$ cat config.mk
export PLATFORM = sky130hd
export DESIGN_NAME = led_show_ctrl
export DESIGN_NICKNAME = d
export VERILOG_FILES = /design/src/rtl/led_show_ctrl.sv
export SDC_FILE = /design/constraint.sdc
export NUM_CORES = 1
export LEC_CHECK = 0
export ABC_AREA = 1
export CAP_MARGIN = 10
export CORE_AREA = 2 2 137 139
export CTS_CLUSTER_SIZE = 28
export DETAILED_ROUTE_END_ITERATION = 10
export DIE_AREA = 0 0 139 141
export SETUP_SLACK_MARGIN = 0.4
export SLEW_MARGIN = 0
export SYNTH_ARGS = -nofsm -noshare
export SYNTH_HDL_FRONTEND = slang
export SYNTH_SLANG_ARGS = --single-unit
$ cat constraint.sdc
create_clock -name clk -period 2.05 [get_ports clk]
set_input_delay 0.3075 -clock clk [delete_from_list [all_inputs] [get_ports clk]]
set_output_delay 0.3075 -clock clk [all_outputs]
set_load 0.1 [all_outputs]
$ cat src/rtl/led_show_ctrl.sv
// ---------------------------------------------------------------------------
// led_show_ctrl
//
// Controller for an 8-bit flowing-water LED display. Four raw push-buttons
// are synchronised, debounced and turned into one-cycle press events. These
// events drive an IDLE/RUN/PAUSE state machine plus mode and speed selectors.
// While running, a tick counter with a selectable period advances one of
// four LED patterns on every tick.
//
// Ports
//   clk        in   1  system clock
//   rst_n      in   1  asynchronous active-low reset
//   btn_run    in   1  raw run/pause button, active-high, asynchronous
//   btn_stop   in   1  raw stop button, active-high, asynchronous
//   btn_mode   in   1  raw pattern-select button, active-high, asynchronous
//   btn_speed  in   1  raw speed-select button, active-high, asynchronous
//   led        out  8  LED drive, bit0 = rightmost
//   state      out  2  00 IDLE, 01 RUN, 10 PAUSE
//   mode       out  2  current pattern (0 rotl, 1 rotr, 2 ping-pong, 3 blink)
//   speed      out  2  current speed index selecting TICK_0..TICK_3
// ---------------------------------------------------------------------------
module led_show_ctrl #(
    parameter int DEB_CYCLES = 1_000_000,
    parameter int TICK_0     = 10_000_000,
    parameter int TICK_1     = 20_000_000,
    parameter int TICK_2     = 50_000_000,
    parameter int TICK_3     = 100_000_000,
    parameter int CNT_W      = 27
) (
    input  logic       clk,
    input  logic       rst_n,
    input  logic       btn_run,
    input  logic       btn_stop,
    input  logic       btn_mode,
    input  logic       btn_speed,
    output logic [7:0] led,
    output logic [1:0] state,
    output logic [1:0] mode,
    output logic [1:0] speed
);

    // The stability counter only ever has to reach DEB_CYCLES-1.
    localparam int DEB_W = (DEB_CYCLES > 1) ? $clog2(DEB_CYCLES) : 1;
    localparam logic [DEB_W-1:0] DEB_LAST = DEB_W'(DEB_CYCLES - 1);

    localparam logic [CNT_W-1:0] LAST_0 = CNT_W'(TICK_0 - 1);
    localparam logic [CNT_W-1:0] LAST_1 = CNT_W'(TICK_1 - 1);
    localparam logic [CNT_W-1:0] LAST_2 = CNT_W'(TICK_2 - 1);
    localparam logic [CNT_W-1:0] LAST_3 = CNT_W'(TICK_3 - 1);

    // Button index: 0 run, 1 stop, 2 mode, 3 speed.
    localparam int B_RUN   = 0;
    localparam int B_STOP  = 1;
    localparam int B_MODE  = 2;
    localparam int B_SPEED = 3;

    typedef enum logic [1:0] {
        S_IDLE  = 2'b00,
        S_RUN   = 2'b01,
        S_PAUSE = 2'b10
    } state_t;

    // -----------------------------------------------------------------------
    // Helper functions
    // -----------------------------------------------------------------------

    // Last count value of a step period for the given speed index.
    function automatic logic [CNT_W-1:0] tick_last(input logic [1:0] s);
        logic [CNT_W-1:0] r;
        case (s)
            2'd0:    r = LAST_0;
            2'd1:    r = LAST_1;
            2'd2:    r = LAST_2;
            default: r = LAST_3;
        endcase
        return r;
    endfunction

    // LED value loaded when a pattern (re)starts.
    function automatic logic [7:0] mode_seed(input logic [1:0] m);
        logic [7:0] r;
        case (m)
            2'd0:    r = 8'h01;
            2'd1:    r = 8'h80;
            2'd2:    r = 8'h01;
            default: r = 8'h0F;
        endcase
        return r;
    endfunction

    // LED value after one step of the given pattern.
    function automatic logic [7:0] pattern_step(input logic [1:0] m,
                                                input logic [7:0] l,
                                                input logic       go_left);
        logic [7:0] r;
        case (m)
            2'd0:    r = {l[6:0], l[7]};
            2'd1:    r = {l[0], l[7:1]};
            2'd2:    r = go_left ? {l[6:0], 1'b0} : {1'b0, l[7:1]};
            default: r = ~l;
        endcase
        return r;
    endfunction

    // -----------------------------------------------------------------------
    // Signals
    // -----------------------------------------------------------------------
    logic [3:0]       btn_raw;
    logic [3:0]       sync_p0;
    logic [3:0]       sync_p1;
    logic [3:0]       deb_lvl;
    logic [3:0]       press;
    logic [DEB_W-1:0] deb_cnt [4];

    logic run_p;
    logic stop_p;
    logic mode_p;
    logic speed_p;

    state_t cur_state;
    state_t nxt_state;
    logic   run_en;
    logic   in_idle;

    logic [CNT_W-1:0] cnt;
    logic [CNT_W-1:0] cnt_last;
    logic             tick;
    logic [7:0]       led_q;
    logic [7:0]       led_step;
    logic             go_left;
    logic [1:0]       mode_q;
    logic [1:0]       mode_nxt;
    logic [1:0]       speed_q;

    assign btn_raw = {btn_speed, btn_mode, btn_stop, btn_run};

    // -----------------------------------------------------------------------
    // Stage p0/p1: two-flop synchroniser for the asynchronous buttons
    // -----------------------------------------------------------------------
    always_ff @(posedge clk or negedge rst_n) begin
        if (!rst_n) begin
            sync_p0 <= 4'b0000;
            sync_p1 <= 4'b0000;
        end else begin
            sync_p0 <= btn_raw;
            sync_p1 <= sync_p0;
        end
    end

    // -----------------------------------------------------------------------
    // Debounce: accept a new level after DEB_CYCLES consecutive differing
    // samples. The press pulse is registered on the same edge the level
    // rises, so the FSM sees it one cycle later for exactly one cycle.
    // -----------------------------------------------------------------------
    always_ff @(posedge clk or negedge rst_n) begin
        if (!rst_n) begin
            deb_lvl <= 4'b0000;
            press   <= 4'b0000;
            for (int i = 0; i < 4; i++) begin
                deb_cnt[i] <= '0;
            end
        end else begin
            for (int i = 0; i < 4; i++) begin
                if (sync_p1[i] != deb_lvl[i]) begin
                    if (deb_cnt[i] == DEB_LAST) begin
                        deb_lvl[i] <= sync_p1[i];
                        deb_cnt[i] <= '0;
                        press[i]   <= sync_p1[i];
                    end else begin
                        deb_cnt[i] <= deb_cnt[i] + DEB_W'(1);
                        press[i]   <= 1'b0;
                    end
                end else begin
                    deb_cnt[i] <= '0;
                    press[i]   <= 1'b0;
                end
            end
        end
    end

    assign run_p   = press[B_RUN];
    assign stop_p  = press[B_STOP];
    assign mode_p  = press[B_MODE];
    assign speed_p = press[B_SPEED];

    // -----------------------------------------------------------------------
    // FSM: state register
    // -----------------------------------------------------------------------
    always_ff @(posedge clk or negedge rst_n) begin
        if (!rst_n) begin
            cur_state <= S_IDLE;
        end else begin
            cur_state <= nxt_state;
        end
    end

    // FSM: next state. Stop has priority over run in the same cycle.
    always_comb begin
        nxt_state = cur_state;
        if (stop_p) begin
            nxt_state = S_IDLE;
        end else if (run_p) begin
            case (cur_state)
                S_IDLE:  nxt_state = S_RUN;
                S_RUN:   nxt_state = S_PAUSE;
                S_PAUSE: nxt_state = S_RUN;
                default: nxt_state = S_IDLE;
            endcase
        end
    end

    // FSM: outputs
    always_comb begin
        run_en  = 1'b0;
        in_idle = 1'b0;
        case (cur_state)
            S_RUN:   run_en  = 1'b1;
            S_PAUSE: run_en  = 1'b0;
            default: in_idle = 1'b1;
        endcase
    end

    // -----------------------------------------------------------------------
    // Tick generation and pattern datapath
    // -----------------------------------------------------------------------
    assign cnt_last = tick_last(speed_q);
    assign tick     = run_en && (cnt == cnt_last);
    assign led_step = pattern_step(mode_q, led_q, go_left);
    assign mode_nxt = mode_p ? (mode_q + 2'd1) : mode_q;

    always_ff @(posedge clk or negedge rst_n) begin
        if (!rst_n) begin
            mode_q  <= 2'd0;
            speed_q <= 2'd0;
        end else begin
            mode_q <= mode_nxt;
            if (speed_p) begin
                speed_q <= speed_q + 2'd1;
            end
        end
    end

    // Any seed load (stop or mode press) overrides a coincident tick. A
    // speed press restarts the period but still lets a coincident tick land.
    always_ff @(posedge clk or negedge rst_n) begin
        if (!rst_n) begin
            led_q   <= 8'h01;
            go_left <= 1'b1;
        end else if (stop_p || mode_p) begin
            led_q   <= mode_seed(mode_nxt);
            go_left <= 1'b1;
        end else if (tick) begin
            led_q <= led_step;
            // Ping-pong turns around on the end value it just reached, so
            // each end is shown for a single period.
            if (mode_q == 2'd2) begin
                if (led_step == 8'h80) begin
                    go_left <= 1'b0;
                end else if (led_step == 8'h01) begin
                    go_left <= 1'b1;
                end
            end
        end
    end

    // Counter runs only in RUN; PAUSE freezes it so RUN resumes mid-period.
    always_ff @(posedge clk or negedge rst_n) begin
        if (!rst_n) begin
            cnt <= '0;
        end else if (stop_p || mode_p || speed_p || in_idle) begin
            cnt <= '0;
        end else if (run_en) begin
            cnt <= tick ? '0 : cnt + CNT_W'(1);
        end
    end

    assign led   = led_q;
    assign state = cur_state;
    assign mode  = mode_q;
    assign speed = speed_q;

endmodule

==> flow_summary_export.csv, run 1 <==
group,metric,value,unit
outcome,status,"finished clean",
synthesis,synth_area,7983,µm²
global_route,grt_pass1_vias,6377,
synthesis,synth_flop_cell,"dfrtp_1",
cells_and_area,final_cell_area,10010,µm²
die,die_h,141,µm
die,dieWidth,139,µm
die,die_area,19600,µm²
timing,setup_violations,0,
worst_setup_path,worstPathArrival,2.31,ns
synthesis,synth_async_sr_flop_share,1.000,
cts,clock_latency,0.42,ns
worst_setup_path,crit_type,"register to register",
synthesis,synth_cell_types,46,
timing,period_share,0.9867,
global_route,grt_pass1_wl,31160,µm
job,cap_violations,0,
power,powerDensity,629.1,nW/µm²
placement,place.gp.congestion,0.9200,
detailed_routing,dr.max_layer_used,"met4",
placement,place_hpwl,13030,µm
detailed_routing,wl_per_cell,13.90,µm
detailed_routing,routed_wl,18600,µm
global_route,grt_overflow,0,
timing,min_period,2.023,ns
worst_setup_path,worstPathMaxFanout,8,
cells_and_area,drive_above_1_share,0.2491,
synthesis,yosys_warnings,0,
synthesis,syn_avg_cell_area,7.849,µm²
cells_and_area,fin_cells,1338,
timing,drv_slew,0,
cts,cts_sinks,138,
cells_and_area,diodes,0,
cts,cts-root-buf,"clkbuf_16",
timing,fmax,0.4944,GHz
synthesis,syn_inst,1017,
cts,htree_levels,4,
placement,portBuffers,19,
cts,clockBufferDepth,2,
cts,cts_tree,"built",
synthesis,syn_nets,1040,
die,design.core.area,18270,µm²
detailed_routing,wl_met3,652,µm
synthesis,synth-edff-count,0,
detailed_routing,postRouteAntennaNets,0,
detailed_routing,drc,0,
die,start_util,0.4370,
die,rows,50,
worst_setup_path,required,2.34,ns
detailed_routing,first_pass_iters,4,
cts,clkTransAtPathRegs,0.06,ns
cts,cts_made_buffers,17,
global_route,grt_max_degree,54,
cells_and_area,fillers,1668,
global_route,grt_util_all_layers,0.1934,
worst_hold_path,hold_class,"primary input to register",
global_route,antenna_found_initial,0,
timing,tightest_slew,0.5577,ns
detailed_routing,routed_via_density,5.063,
detailed_routing,drt-met1-wl,9127,µm
worst_setup_path,end_kind,"register",
die,io_pins,20,
synthesis,yosysSeqAreaShare,0.4329,
timing,rsz0062_at_grt,"true",
placement,dp.cells,1269,
worst_setup_path,worst_setup_path_start_kind,"register",
synthesis,synth.ff_latch_count,138,
power,ir_drop,484.3,µV
cells_and_area,area_growth,25.44,%
placement,dpl-instance-area,8509,µm²
timing,finalClockSkew,0.006106,ns
power,leakagePower,4.313,nW
timing,maxSlewHeadroom,0.6278,
timing,hold_violations,0,
detailed_routing,dr_wl_met2,8380,µm
cells_and_area,num-nets-final,1114,
detailed_routing,drt_iter0_drc,429,
detailed_routing,vias,6774,
timing,tns,0,ns
state kept, by name (all words and copies together), names as in the netlist:
name,flops
deb_cnt,80
cnt,27
led,8
deb_lvl,4
press,4
sync_p0,4
sync_p1,4
mode,2
speed,2
state,2
go_left,1
cell type report:
| cell class | instances | area [µm²] | area share |
|---|---|---|---|
| Multi-Input combinational cell | 741 | 4554 | 0.4548 |
| Sequential cell | 138 | 3475 | 0.3470 |
| Timing Repair Buffer | 71 | 573.1 | 0.05723 |
| Inverter | 122 | 480.5 | 0.04798 |
| Clock buffer | 22 | 474.2 | 0.04736 |
| Tap cell | 234 | 292.8 | 0.02924 |
| Clock inverter | 10 | 163.9 | 0.01637 |
cells by family (layout without fill, tap and decap cells):
group           Yosys count  after routing  share of synthesized area
simple gates            576            578                     0.3367
compound gates           77             77                    0.05376
xor+xnor                 69             69                    0.07571
flops                   138            138                     0.4329
fa+ha+maj                17             17                    0.02665
buf+inv                 140            225                    0.07429
cells in the mapped netlist (all sizes together), types with 2 or more instances:
cell / instances / area [µm²]
nand3b: 3 / 22.52
xnor2: 23 / 201.4
nor3: 54 / 315.3
a31oi: 2 / 12.51
xor2: 46 / 402.9
buf: 15 / 118.9
and3: 2 / 13.77
inv: 122 / 460.5
ha: 17 / 212.7
nor2: 170 / 747.0
a21oi: 28 / 140.1
o22ai: 6 / 37.54
dfstp: 2 / 52.55
o21ai: 34 / 170.2
nand2: 235 / 939.6
or2: 2 / 12.52
nand4: 24 / 156.4
nand3: 68 / 350.3
nor4: 8 / 50.05
a211oi: 2 / 15.01
clkbuf: 3 / 13.76
nor3b: 10 / 80.07
dfrtp: 136 / 3403
worst paths after layout:
check	start	endpoint	slack, ns	cells past startpoint
hold / removal	btn_stop	sync_p0[1]$_DFF_PN0_	0.32	1
hold reg to reg	sync_p0[0]$_DFF_PN0_	sync_p1[0]$_DFF_PN0_	0.35	0
setup / recovery	speed[0]$_DFFE_PN0P_	cnt[8]$_DFFE_PN0P_	0.03	10
min in group asynchronous	rst_n	deb_cnt[76]$_DFF_PN0_	0.38	2
max in group asynchronous	rst_n	deb_cnt[21]$_DFF_PN0_	1.00	3
setup reg to reg	speed[0]$_DFFE_PN0P_	cnt[8]$_DFFE_PN0P_	0.03	10
per-stage QoR:
step / utilization / total power, W / setup slack (ns) / hold WS, ns
after floorplan: - / 0.002876 / 0.04107 / 0.01191
after global placement: 0.4658 / 0.002973 / 0.06791 / 0.2655
after detailed placement: 0.4658 / 0.002976 / 0.04959 / 0.2772
after CTS: 0.5155 / 0.006341 / 0.06950 / 0.3085
after global routing: 0.5482 / 0.006506 / -0.05170 / 0.3187
final: 0.5482 / 0.006300 / 0.02717 / 0.3238
cell usage in the layout, fill, tap and decap left out, types with 4 or more instances in the layout:
cell / instances
inv_2: 13
o21ai_1: 10
ha_1: 7
nand4_1: 23
nand2_4: 9
clkbuf_16: 17
dfrtp_1: 127
nor3_1: 37
nor2_4: 18
nor3_2: 15
nor2_2: 25
buf_4: 61
ha_2: 4
nand3_1: 54
nor4_1: 4
o21ai_0: 22
xor2_1: 43
nor3b_2: 5
buf_6: 4
ha_4: 6
clkdlybuf4s50_1: 4
dfrtp_2: 6
nand3_4: 4
xnor2_1: 18
bufinv_16: 4
nor2_1: 126
o22ai_1: 6
nor3b_1: 5
inv_1: 104
a21oi_1: 27
nand2_1: 197
nand2_2: 27
nand2_8: 4
xnor2_2: 5
nand3_2: 10
per-layer routing:
metal	track usage	vias to the layer above
met1	0.2774	3203
met3	0.03601	36
met5	0	-
met4	0.06911	0
met2	0.2945	118
li1	-	3417
timing repair:
item                                   4_1_cts  5_1_grt
cloned                                       2        0
setup endpoints to repair                   82       94
setup buffers                               12       22
resized for setup                           34      112
pin swaps                                   24       46
endpoints found under the hold margin       41        0
hold buffers                                 1        0
power by group:
group,total (W),switching [W],internal (W)
Combinational,0.000190,0.000119,0.0000706
Clock,0.00334,0.00120,0.00214
Sequential,0.00277,0.0000208,0.00275
Total,0.00630,0.00134,0.00496
worst max-delay path, cell delays in order (launching register included):
cell     delay [ns]
dfrtp_4        0.54
buf_6          0.15
ha_4           0.19
xnor2_2        0.14
nand2_1        0.07
nor2_1         0.12
nand3_1        0.10
nor2_2         0.17
nand2_4        0.19
nand2_8        0.14
o22ai_1        0.07
No activity file was read; power rests on OpenSTA's default activity.
==> run 2, diff against run 1 <==
ABC_AREA = 0   (was 1)
ABC_CLOCK_PERIOD_IN_PS = 2050   (was unset)
CAP_MARGIN = 30   (was 10)
CORE_AREA = 2 2 128 130   (was 2 2 137 139)
DIE_AREA = 0 0 130 132   (was 0 0 139 141)
==> flow_summary_export.csv, run 2 <==
group,metric,value,unit
outcome,status,"finished with violations",
outcome,failed_checks,"negative setup slack",
power,powerDensity,628.8,nW/µm²
synthesis,synth_area,7020,µm²
timing,maxSlewHeadroom,0.3492,
cts,htree_levels,4,
die,io_pins,20,
die,start_util,0.4468,
timing,tns,-5.870,ns
cells_and_area,diodes,0,
global_route,grt_util_all_layers,0.2072,
synthesis,synth.ff_latch_count,138,
cells_and_area,drive_above_1_share,0.3466,
power,leakagePower,4.033,nW
timing,hold_violations,0,
die,die_area,17160,µm²
synthesis,synth_area_leader_cell,"dfrtp_1",
worst_setup_path,crit_slowest_cell,"dfrtp_4",
worst_setup_path,crit_type,"register to register",
power,swShare,0.2257,
power,switching_power,0.001377,W
synthesis,syn_nets,736,
die,die_h,132,µm
timing,drv_slew,0,
synthesis,syn_avg_cell_area,9.846,µm²
detailed_routing,routed_wl,17700,µm
detailed_routing,first_pass_iters,4,
timing,setup_violations,35,
cts,clkTransAtPathRegs,0.06,ns
global_route,grt_pass1_wl,28440,µm
detailed_routing,postRouteAntennaNets,0,
detailed_routing,drt_iter0_drc,341,
synthesis,synth_common_cells,"dfrtp_1 (136), nor2_1 (121), nand2_1 (57)",
worst_setup_path,worstPathArrival,2.64,ns
timing,period_share,1.124,
synthesis,syn_inst,713,
worst_setup_path,startpoint,"speed[0]$_DFFE_PN0P_",
placement,portBuffers,19,
timing,tightest_slew,0.9753,ns
worst_setup_path,max_stage_delay,0.53,ns
worst_setup_path,ff2ff_setup_slack,-0.25,ns
global_route,antenna_found_initial,0,
cts,cts-root-buf,"clkbuf_16",
synthesis,synth-edff-count,0,
synthesis,synth_top_area_share,0.4848,
die,dieWidth,130,µm
power,ir_drop,671.8,µV
timing,fmax,0.4339,GHz
detailed_routing,vias,5806,
cells_and_area,final_cell_area,9704,µm²
worst_setup_path,path_cells,"ha_4, or4_4, a211oi_2, nand4_1, buf_6, buf_12, nor2b_1, nor3_1",
cts,clock_latency,0.43,ns
global_route,grt_overflow,0,
synthesis,synth_async_sr_flop_share,1.000,
worst_setup_path,worstPathMaxFanout,13,
cts,cts_sinks,138,
cells_and_area,area_growth,38.23,%
detailed_routing,routed_via_density,5.426,
power,clkPwrFrac,0.505,
worst_setup_path,reg2reg_from,"speed[0]$_DFFE_PN0P_",
global_route,grt_pass1_vias,5830,
cells_and_area,regMostFlops,"deb_cnt",
synthesis,synthTopCellsByArea,"dfrtp_1 (48%), nor2_1 (6.5%), xor2_1 (6.1%), xnor2_1 (5.1%), nand3_1 (3.4%)",
synthesis,yosysSeqAreaShare,0.4922,
job,cap_violations,0,
cells_and_area,final_common_cell,"dfrtp_1",
power,p_comb_frac,0.039,
global_route,grt_max_degree,44,
timing,min_period,2.305,ns
power,p_int,0.004725,W
synthesis,synth_cell_types,66,
die,rows,46,
placement,place_hpwl,10580,µm
cts,clockBufferDepth,2,
placement,dp.cells,986,
synthesis,yosys_warnings,0,
synthesis,synth_flop_cell,"dfrtp_1",
cts,cts_made_buffers,17,
timing,hold_ws,0.3146,ns
cells_and_area,largest_reg_flops,80,
detailed_routing,wl_per_cell,16.54,µm
placement,place.gp.congestion,0.8935,
timing,setup_slack,-0.2546,ns
worst_hold_path,hold_class,"primary input to register",
worst_setup_path,cp-endpoint,"led[4]$_DFFE_PN0P_",
placement,dpl-instance-area,7908,µm²
worst_setup_path,worstRegToRegCells,8,
cts,cts_tree,"built",
cells_and_area,fin_cells,1070,
power,power_frac_seq,0.456,
power,power.total,0.006102,W
worst_setup_path,worst_setup_path_start_kind,"register",
detailed_routing,drc,0,
worst_setup_path,end_kind,"register",
timing,finalClockSkew,0.01331,ns
worst_setup_path,rr_endpoint,"led[4]$_DFFE_PN0P_",
timing,rsz0062_at_grt,"true",
cells_and_area,final_cell_mix,"dfrtp_1 (127), buf_4 (95), nor2_1 (72)",
cells_and_area,num-nets-final,864,
cells_and_area,fillers,1294,
worst_setup_path,required,2.38,ns
synthesis,synth.most_common_cell,"dfrtp_1",
die,design.core.area,15710,µm²
run 2: cell count changes in the layout (fill, tap and decap cells not counted), sizes merged, moves of 18 or more:
cell,before,now
nor3,54,23
nand2,237,71
nor2,170,121
inv,123,14
nand3,68,49
buf,66,113
o21ai,34,16
and3,2,23
xnor2,23,41
run 2: power by group through the flow:
stage / clock network (W) / registers, W / logic (W)
detailed placement: 0 / 0.00283 / 0.000144
global placement: 0 / 0.00282 / 0.000138
CTS: 0.00313 / 0.00278 / 0.000197
global route: 0.00323 / 0.00278 / 0.000264
finish: 0.00308 / 0.00278 / 0.000240
floorplan: 0 / 0.00282 / 0.0000587
run 2: per-stage QoR:
stage / utilization / worst slack [ns]
6_report: 0.6176 / -0.2546
5_1_grt: 0.6176 / -0.3493
4_1_cts: 0.5795 / -0.2337
3_5_place_dp: 0.5033 / -0.2814
3_3_place_gp: 0.5033 / -0.1975
2_1_floorplan: - / -0.3001
run 2: what timing repair did:
item,in CTS,in global routing
endpoints found under the hold margin,38,0
gates resized for setup,76,97
hold buffers,1,0
gates cloned,8,2
endpoints found under the setup margin,120,107
pin swaps,14,19
setup buffers,23,17
run 2: worst min path at each step:
stage | from | endpoint | slack (ns) | cells after the start
2_1_floorplan | rst_n | cnt[0]$_DFFE_PN0P_ | 0.01 | 0
3_3_place_gp | rst_n | deb_cnt[20]$_DFF_PN0_ | 0.25 | 1
3_5_place_dp | rst_n | deb_cnt[20]$_DFF_PN0_ | 0.27 | 1
4_1_cts | btn_mode | sync_p0[2]$_DFF_PN0_ | 0.30 | 1
5_1_grt | btn_mode | sync_p0[2]$_DFF_PN0_ | 0.30 | 1
6_report | btn_mode | sync_p0[2]$_DFF_PN0_ | 0.31 | 1
run 2: layer usage:
layer / GRT usage / up-vias / part of all wire
met5: 0 / - / 0
met4: 0.07049 / 0 / 0.017
met3: 0.04383 / 26 / 0.024
met2: 0.3394 / 90 / 0.52
met1: 0.2724 / 2915 / 0.44
li1: - / 2775 / -
run 2: final cells by class:
| cell class | count | area (µm²) | share of cell area |
|---|---|---|---|
| Clock buffer | 22 | 474.2 | 0.04887 |
| Clock inverter | 10 | 116.4 | 0.01199 |
| Inverter | 14 | 52.55 | 0.005415 |
| Multi-Input combinational cell | 552 | 4295 | 0.4426 |
| Sequential cell | 138 | 3482 | 0.3588 |
| Tap cell | 216 | 270.3 | 0.02785 |
| Timing Repair Buffer | 118 | 1013 | 0.1044 |
run 2: cell families (layout without fill, tap and decap cells):
group | count (synthesis) | count (layout) | share of synthesized area
buffers and inverters | 33 | 164 | 0.02406
and+or+nand+nor | 352 | 362 | 0.2556
muxes | 12 | 12 | 0.01800
AOI/OAI and AO/OA | 71 | 71 | 0.06755
DFF | 138 | 138 | 0.4922
adders and majority gates | 17 | 17 | 0.03030
xor gates and xnor gates | 90 | 90 | 0.1123
run 2: worst max-delay path, delay by kind of cell (launching register included):
kind | cells | cell delay, ns
AND/OR/NAND/NOR | 4 | 0.96
flip-flops | 1 | 0.53
buffers and inverters | 2 | 0.34
AO/OA/AOI/OAI | 1 | 0.19
adder cells (fa/ha/maj) | 1 | 0.18
